**src/rtl/atm_pkg.sv**
```systemverilog
// Shared encodings for the ATM transaction engine: op codes, response status codes, FSM states.
package atm_pkg;

  typedef enum logic [2:0] {
    OP_BALANCE    = 3'd0,
    OP_WITHDRAW   = 3'd1,
    OP_DEPOSIT    = 3'd2,
    OP_CHANGE_PIN = 3'd3,
    OP_UNLOCK     = 3'd4
  } op_e;

  typedef enum logic [2:0] {
    ST_OK      = 3'd0,
    ST_BAD_ACC = 3'd1,
    ST_BAD_PIN = 3'd2,
    ST_LOCKED  = 3'd3,
    ST_INSUF   = 3'd4,
    ST_OVFL    = 3'd5,
    ST_LIMIT   = 3'd6,
    ST_BAD_OP  = 3'd7
  } status_e;

  typedef enum logic [2:0] {
    S_IDLE  = 3'd0,
    S_CHECK = 3'd1,
    S_EXEC  = 3'd2,
    S_RESP  = 3'd3
  } state_e;

  function automatic logic op_defined(input logic [2:0] op);
    return op <= OP_UNLOCK;
  endfunction

endpackage

```
**src/rtl/atm_pin_guard.sv**
```systemverilog
// Per-account PIN store with consecutive-failure counters and lock bits.
module atm_pin_guard #(
  parameter int unsigned       NUM_ACC   = 16,
  parameter int unsigned       PIN_W     = 16,
  parameter int unsigned       MAX_TRIES = 3,
  parameter logic [PIN_W-1:0]  INIT_PIN  = 16'h1234,
  parameter int unsigned       ACC_W     = $clog2(NUM_ACC)
) (
  input  logic             clk,
  input  logic             rst,
  input  logic [ACC_W-1:0] acc,
  input  logic [PIN_W-1:0] pin,
  input  logic [PIN_W-1:0] new_pin,
  input  logic             fail_stb,
  input  logic             pass_stb,
  input  logic             unlock_stb,
  input  logic             pin_wr_stb,
  output logic             match,
  output logic             locked
);

  localparam int unsigned CNT_W = $clog2(MAX_TRIES + 1);

  logic [PIN_W-1:0] pins  [NUM_ACC];
  logic [CNT_W-1:0] tries [NUM_ACC];
  logic             lock  [NUM_ACC];

  assign match  = (pin == pins[acc]);
  assign locked = lock[acc];

  // NOTE: the account tables are flop arrays, not RAM, so they can and must be reset element by element.
  always_ff @(posedge clk or negedge rst) begin
    if (!rst) begin
      for (int i = 0; i < NUM_ACC; i++) begin
        pins[i]  <= INIT_PIN;
        tries[i] <= '0;
        lock[i]  <= 1'b0;
      end
    end else begin
      if (pin_wr_stb) pins[acc] <= new_pin;
      if (unlock_stb || pass_stb) tries[acc] <= '0;
      if (unlock_stb) begin
        lock[acc] <= 1'b0;
      end else if (fail_stb) begin
        // Counter saturates at MAX_TRIES; the lock is set on the failure that reaches it.
        if (tries[acc] < CNT_W'(MAX_TRIES)) tries[acc] <= tries[acc] + CNT_W'(1);
        if (tries[acc] >= CNT_W'(MAX_TRIES - 1)) lock[acc] <= 1'b1;
      end
    end
  end

endmodule

```
**src/rtl/atm_txn_engine.sv**
```systemverilog
// ATM transaction engine: IDLE->CHECK->EXEC->RESP pipeline over a per-account balance table.
// Optional per-account daily withdraw limit enabled by defining ATM_DAILY_LIMIT_EN.
module atm_txn_engine
  import atm_pkg::*;
#(
  parameter int unsigned      NUM_ACC   = 16,
  parameter int unsigned      BAL_W     = 32,
  parameter int unsigned      PIN_W     = 16,
  parameter int unsigned      MAX_TRIES = 3,
  parameter int unsigned      INIT_BAL  = 1000,
  parameter logic [PIN_W-1:0] INIT_PIN  = 16'h1234,
  parameter int unsigned      WD_LIMIT  = 5000,
  localparam int unsigned     ACC_W     = $clog2(NUM_ACC)
) (
  input  logic             clk,
  input  logic             rst,
  input  logic             req_valid,
  output logic             req_ready,
  input  logic [2:0]       op,
  input  logic [ACC_W-1:0] acc_num,
  input  logic [PIN_W-1:0] pin,
  input  logic [PIN_W-1:0] new_pin,
  input  logic [BAL_W-1:0] amount,
  input  logic             day_clr,
  output logic             rsp_valid,
  input  logic             rsp_ready,
  output logic [2:0]       rsp_status,
  output logic [BAL_W-1:0] balance,
  output logic [2:0]       state
);

  state_e           cur_state, nxt_state;
  logic [2:0]       op_q;
  logic [ACC_W-1:0] acc_q;
  logic [PIN_W-1:0] pin_q, new_pin_q;
  logic [BAL_W-1:0] amount_q;
  status_e          chk_q, chk_d, res_status, rsp_status_q;
  logic [BAL_W-1:0] bal_mem [NUM_ACC];
  logic [BAL_W-1:0] cur_bal, new_bal, res_bal, balance_q;
  logic [BAL_W:0]   dep_sum;
  logic             acc_ok, exec, match, locked;
  logic [ACC_W-1:0] acc_idx;
  logic             bal_wr, fail_stb, pass_stb, unlock_stb, pin_wr_stb;

  assign state      = cur_state;
  assign rsp_status = rsp_status_q;
  assign balance    = balance_q;
  assign exec       = (cur_state == S_EXEC);
  assign acc_ok     = (32'(acc_q) < NUM_ACC);
  // Out-of-range accounts are steered to index 0 so table reads stay in bounds; nothing is written for them.
  assign acc_idx    = acc_ok ? acc_q : '0;
  assign cur_bal    = bal_mem[acc_idx];
  assign dep_sum    = {1'b0, cur_bal} + {1'b0, amount_q};

  // NOTE: every always_comb output gets a default first so no path leaves it unassigned (no latch).
  always_comb begin
    nxt_state = cur_state;
    req_ready = 1'b0;
    rsp_valid = 1'b0;
    unique case (cur_state)
      S_IDLE: begin
        req_ready = 1'b1;
        if (req_valid) nxt_state = S_CHECK;
      end
      S_CHECK: nxt_state = S_EXEC;
      S_EXEC:  nxt_state = S_RESP;
      S_RESP: begin
        rsp_valid = 1'b1;
        if (rsp_ready) nxt_state = S_IDLE;
      end
      default: nxt_state = S_IDLE;
    endcase
  end

  // NOTE: sequential state uses non-blocking assignments so all flops update from pre-edge values.
  always_ff @(posedge clk or negedge rst) begin
    if (!rst) cur_state <= S_IDLE;
    else      cur_state <= nxt_state;
  end

  always_ff @(posedge clk or negedge rst) begin
    if (!rst) begin
      op_q      <= '0;
      acc_q     <= '0;
      pin_q     <= '0;
      new_pin_q <= '0;
      amount_q  <= '0;
    end else if (cur_state == S_IDLE && req_valid) begin
      op_q      <= op;
      acc_q     <= acc_num;
      pin_q     <= pin;
      new_pin_q <= new_pin;
      amount_q  <= amount;
    end
  end

  atm_pin_guard #(
    .NUM_ACC  (NUM_ACC),
    .PIN_W    (PIN_W),
    .MAX_TRIES(MAX_TRIES),
    .INIT_PIN (INIT_PIN),
    .ACC_W    (ACC_W)
  ) u_pin_guard (
    .clk       (clk),
    .rst       (rst),
    .acc       (acc_idx),
    .pin       (pin_q),
    .new_pin   (new_pin_q),
    .fail_stb  (fail_stb),
    .pass_stb  (pass_stb),
    .unlock_stb(unlock_stb),
    .pin_wr_stb(pin_wr_stb),
    .match     (match),
    .locked    (locked)
  );

  // UNLOCK is authorised by the supervisor PIN, every other op by the account PIN.
  always_comb begin
    chk_d = ST_OK;
    if (!acc_ok)                                     chk_d = ST_BAD_ACC;
    else if (!op_defined(op_q))                      chk_d = ST_BAD_OP;
    else if (locked && op_q != OP_UNLOCK)            chk_d = ST_LOCKED;
    else if (op_q == OP_UNLOCK ? (pin_q != INIT_PIN) : !match) chk_d = ST_BAD_PIN;
  end

  always_ff @(posedge clk or negedge rst) begin
    if (!rst)                     chk_q <= ST_OK;
    else if (cur_state == S_CHECK) chk_q <= chk_d;
  end

`ifdef ATM_DAILY_LIMIT_EN
  logic [BAL_W-1:0] wd_total [NUM_ACC];
  logic [BAL_W:0]   wd_sum;
  logic             wd_add;
  assign wd_sum = {1'b0, wd_total[acc_idx]} + {1'b0, amount_q};
`else
  logic             unused_day_clr;
  logic [BAL_W-1:0] unused_wd_limit;
  assign unused_day_clr  = day_clr;
  assign unused_wd_limit = BAL_W'(WD_LIMIT);
`endif

  always_comb begin
    res_status = chk_q;
    res_bal    = cur_bal;
    new_bal    = cur_bal;
    bal_wr     = 1'b0;
    fail_stb   = 1'b0;
    pass_stb   = 1'b0;
    unlock_stb = 1'b0;
    pin_wr_stb = 1'b0;
`ifdef ATM_DAILY_LIMIT_EN
    wd_add     = 1'b0;
`endif
    unique case (chk_q)
      ST_OK: begin
        pass_stb = exec;
        case (op_q)
          OP_WITHDRAW: begin
            if (amount_q > cur_bal) res_status = ST_INSUF;
`ifdef ATM_DAILY_LIMIT_EN
            else if (wd_sum > (BAL_W+1)'(WD_LIMIT)) res_status = ST_LIMIT;
`endif
            else begin
              new_bal = cur_bal - amount_q;
              bal_wr  = exec;
`ifdef ATM_DAILY_LIMIT_EN
              wd_add  = exec;
`endif
            end
          end
          OP_DEPOSIT: begin
            if (dep_sum[BAL_W]) res_status = ST_OVFL;
            else begin
              new_bal = dep_sum[BAL_W-1:0];
              bal_wr  = exec;
            end
          end
          OP_CHANGE_PIN: pin_wr_stb = exec;
          OP_UNLOCK:     unlock_stb = exec;
          default: ;
        endcase
        res_bal = new_bal;
      end
      ST_BAD_PIN: fail_stb = exec;
      ST_INSUF, ST_OVFL, ST_LIMIT: ;
      default: res_bal = '0;
    endcase
  end

  always_ff @(posedge clk or negedge rst) begin
    if (!rst) begin
      for (int i = 0; i < NUM_ACC; i++) bal_mem[i] <= BAL_W'(INIT_BAL);
    end else if (bal_wr) begin
      bal_mem[acc_idx] <= new_bal;
    end
  end

`ifdef ATM_DAILY_LIMIT_EN
  // day_clr is written last so it overrides a withdraw commit on the same edge.
  always_ff @(posedge clk or negedge rst) begin
    if (!rst) begin
      for (int i = 0; i < NUM_ACC; i++) wd_total[i] <= '0;
    end else begin
      if (wd_add) wd_total[acc_idx] <= wd_sum[BAL_W-1:0];
      if (day_clr) for (int i = 0; i < NUM_ACC; i++) wd_total[i] <= '0;
    end
  end
`endif

  always_ff @(posedge clk or negedge rst) begin
    if (!rst) begin
      rsp_status_q <= ST_OK;
      balance_q    <= '0;
    end else if (exec) begin
      rsp_status_q <= res_status;
      balance_q    <= res_bal;
    end
  end

endmodule

```
**config.mk**
```make
export PLATFORM = sky130hd
export DESIGN_NAME = atm_txn_engine
export DESIGN_NICKNAME = d
export VERILOG_FILES = /design/src/rtl/atm_pkg.sv /design/src/rtl/atm_pin_guard.sv /design/src/rtl/atm_txn_engine.sv
export SDC_FILE = /design/constraint.sdc
export NUM_CORES = 2
export LEC_CHECK = 0
export ABC_CLOCK_PERIOD_IN_PS = 13200
export BUFFER_PORTS_ARGS = -buffer_cell sky130_fd_sc_hd__clkbuf_2
export CORE_MARGIN = 4
export CORE_UTILIZATION = 45
export DETAILED_ROUTE_END_ITERATION = 8
export SLEW_MARGIN = 25
export SYNTH_ARGS = -nofsm -noshare
export SYNTH_HDL_FRONTEND = slang
export SYNTH_HIERARCHICAL = 1
export SYNTH_SLANG_ARGS = --single-unit
```
**constraint.sdc**
```tcl
create_clock -name clk -period 13.2 [get_ports clk]
set_clock_uncertainty 0.1 [all_clocks]
set_input_delay 0.66 -clock clk [delete_from_list [all_inputs] [get_ports clk]]
set_output_delay 0.66 -clock clk [all_outputs]
set_load 0.01 [all_outputs]
```
==> results.sh <==
export IMPL_dieArea_sq_um=108000
export IMPL_remaining_drc_errors=0
export IMPL_gp_congestion=0.957
export IMPL_reg2reg_from="acc_idx[0]"
export IMPL_netlist_instances=3999
export IMPL_syn_num_nets=4155
export IMPL_ys_seq_elements=927
export IMPL_post_cts_buffers=0
export IMPL_synth_edff_count=0
export IMPL_antenna_found_initial=1
export IMPL_cts_resized=0
export IMPL_cts_buffers=98
export IMPL_path_clk_slew_ps=60
export IMPL_grt_pass1_wl_microns=197000
export IMPL_critical_path_arrival_ps=8750
export IMPL_fin_cells=5428
export IMPL_via_per_inst=5.82
export IMPL_critPathMaxFanout=43
export IMPL_cts_buffer_depth=3
export IMPL_dr_pass1_iters=5
export IMPL_ant_nets=0
export IMPL_drv_cap=0
export IMPL_path_class="register to register"
export IMPL_coreArea_sq_um=102000
export IMPL_grt_overflow=0
export IMPL_rsz0062_at_grt="no"
export IMPL_grt_pass1_vias=31900
export IMPL_start_util_pct=45.3
export IMPL_reg2reg_to="bal_mem[126]"
export IMPL_fin_setup_tns_ps=0
export IMPL_port_buffers=113
export IMPL_worstSetupStartpoint="acc_idx[0]"
export IMPL_die_y_microns=328
export IMPL_root_buffer="clkbuf_16"
export IMPL_yosysUniqueCellTypes=98
export IMPL_dp_hpwl_microns=81400
export IMPL_timing_hold_violations_final=0
export IMPL_avgSynthCellArea_sq_um=11.5
export IMPL_hp_class="primary input to async pin"
export IMPL_drt_iter0_markers=2634
export IMPL_yosysSeqAreaShare_pct=50.8
export IMPL_vias=31600
export IMPL_grt_max_degree=180
export IMPL_routed_wl_microns=128000
export IMPL_max_vdd_ir_drop_mv=0.161
export IMPL_synth_flop_cell="dfrtp_1"
export IMPL_wire_per_inst_microns=23.6
export IMPL_num_rows=117
export IMPL_crit_required_ps=13640
export IMPL_slew_headroom_pct=31.1
export IMPL_cts_hold_buffers=0
export IMPL_dp_cells=5242
export IMPL_utilization_pct=50.3
export IMPL_die_w_microns=328
export IMPL_io_pins=116
export IMPL_cp_start_kind="register"
export IMPL_async_reset_ff_share_pct=100
export IMPL_cts_tree="yes"
export IMPL_r2r_cells=15
export IMPL_nets=4132
export IMPL_grt_usage_pct=23.9
export IMPL_clock_sinks=927
export IMPL_layout_drive_gt1_share_pct=28.8
export IMPL_yosysWarningCount=6
export IMPL_drv_slew=0
export IMPL_clk_latency_ps=680
export IMPL_static_leakage_power_nw=22.8
export IMPL_crit_path_end_kind="register"
export IMPL_h_tree_depth=3
export IMPL_design_power_total_mw=10.6
export IMPL_finalCritPeriodShare_pct=62.9
export IMPL_netlist_area_sq_um=46100
export IMPL_worstMarginPinSlew_ps=1030
export IMPL_area_delta_synth_final_pct=11.1
export IMPL_status="finished clean"
export IMPL_rrSetupSlack_ps=4890
export IMPL_power_density_nw_per_um2=207
export IMPL_finalSetupViolations=0
export IMPL_period_minus_slack_ps=8310
export IMPL_fmax_ghz=0.120
==> synth_stat cells, types with 9 or more instances <==
library cell,n,area share [%]
a2111oi_0,9,0.17
mux2_2,371,9.1
a22oi_1,14,0.23
dfstp_2,176,10
a31oi_1,23,0.31
nor2b_1,25,0.34
o211ai_1,13,0.21
o21ai_1,11,0.12
mux4_1,23,1.3
a21o_1,9,0.15
nand2b_1,24,0.33
buf_2,56,0.61
nand3_1,23,0.25
o32ai_1,11,0.21
o21ai_0,504,5.5
mux2i_1,55,1.2
or2_2,11,0.15
dfrtp_1,751,41
o21bai_1,12,0.20
mux4_2,197,9.6
and3_1,15,0.20
a21oi_1,147,1.6
nor2_1,139,1.1
clkbuf_1,212,1.7
ha_1,78,2.1
nand2_1,582,4.7
o21a_1,14,0.23
o31ai_1,10,0.16
buf_1,23,0.19
nor3b_1,11,0.18
nor3_1,34,0.37
nand4_1,38,0.52
or3_1,13,0.18
a211oi_1,18,0.29
a22o_1,32,0.61
buf_4,14,0.23
buf_6,9,0.22
inv_1,110,0.90
==> sequential cells by signal (all words and copies together), names as in the netlist, named ones only <==
| signal | flops |
|---|---|
| u_pin_guard/pins | 256 |
| rsp_status | 3 |
| amount_q | 32 |
| pin_q | 16 |
| state | 2 |
| chk_q | 3 |
| bal_mem | 512 |
| balance | 32 |
| u_pin_guard/tries | 32 |
| acc_idx | 4 |
| op_q | 3 |
| new_pin_q | 16 |
==> power by group <==
group	leakage, nW	switching (mW)	total [mW]	internal [mW]
Combinational	9.11	2.26	3.68	1.42
Sequential	12.0	0.615	4.02	3.41
Clock	1.66	1.17	2.88	1.71
Total	22.8	4.05	10.6	6.54
==> layout make-up <==
| type | instances | area, sq um |
|---|---|---|
| timing repair buffer | 193 | 1260 |
| inverter | 112 | 420 |
| antenna | 1 | 2.50 |
| clock buffer | 152 | 2970 |
| clock inverter | 31 | 423 |
| sequential | 927 | 23400 |
| fill | 9031 | 50500 |
| tap | 1368 | 1710 |
| multi-input combinational | 2644 | 21000 |
==> routing by layer <==
| metal | share of wire [%] | GRT usage (%) | vias up |
|---|---|---|---|
| met3 | 6.0 | 4.57 | 235 |
| met1 | 44 | 32.9 | 16100 |
| met4 | 3.1 | 7.37 | 2 |
| met5 | 0.010 | 0 | - |
| li1 | - | - | 14400 |
| met2 | 47 | 38.6 | 860 |
==> cells by family after synthesis <==
logic type,share of synthesized area (%)
AOI/OAI and AO/OA,12.3
xor gates and xnor gates,0.171
adders and majority gates,2.20
buffers and inverters,3.97
DFF,50.8
muxes,21.2
other,0.00813
and+or+nand+nor,9.33
==> worst max-delay path by stage <==
| stage | slack (ps) | to | depth (start not counted) |
|---|---|---|---|
| 2_1_floorplan | 7440 | bal_mem[120] | 22 |
| 6_report | 4890 | bal_mem[126] | 15 |
| 3_3_place_gp | 4880 | bal_mem[51] | 15 |
| 3_5_place_dp | 4780 | bal_mem[313] | 15 |
| 5_1_grt | 4340 | bal_mem[508] | 15 |
| 4_1_cts | 4720 | bal_mem[313] | 15 |
==> placed cells by master (no fill, tap or decap), drive strengths merged, types with 26 or more instances in the layout <==
| master | instances |
|---|---|
| a21oi | 152 |
| a22o | 32 |
| buf | 81 |
| clkbuf | 264 |
| dfrtp | 751 |
| dfstp | 176 |
| ha | 78 |
| inv | 115 |
| mux2 | 372 |
| mux2i | 55 |
| mux4 | 220 |
| nand2 | 586 |
| nand2b | 26 |
| nand4 | 44 |
| nor2 | 141 |
| nor3 | 35 |
| o21ai | 517 |
==> metrics by stage <==
| step | hold slack [ps] | cell area, sq um | setup slack (ps) |
|---|---|---|---|
| 3_3_place_gp | 356 | 47700 | 4880 |
| 5_1_grt | 61.8 | 51200 | 4340 |
| 4_1_cts | 11.1 | 51100 | 4720 |
| 6_report | 3.87 | 51200 | 4890 |
| 2_1_floorplan | 264 | 46100 | 7440 |
| 3_5_place_dp | 365 | 47700 | 4780 |
==> critical path: stages (launching register included) <==
cell and delay [ps]:
dfrtp_4 990, buf_4 540, buf_4 510, mux4_2 580, mux4_2 540, ha_1 510, inv_1 150, a21oi_1 250
o31ai_1 130, a211oi_1 760, nand2_1 120, buf_4 300, o21ai_4 670, nand4_1 920, buf_4 650, mux2_2 350
Power figures use the tool's default switching activity.
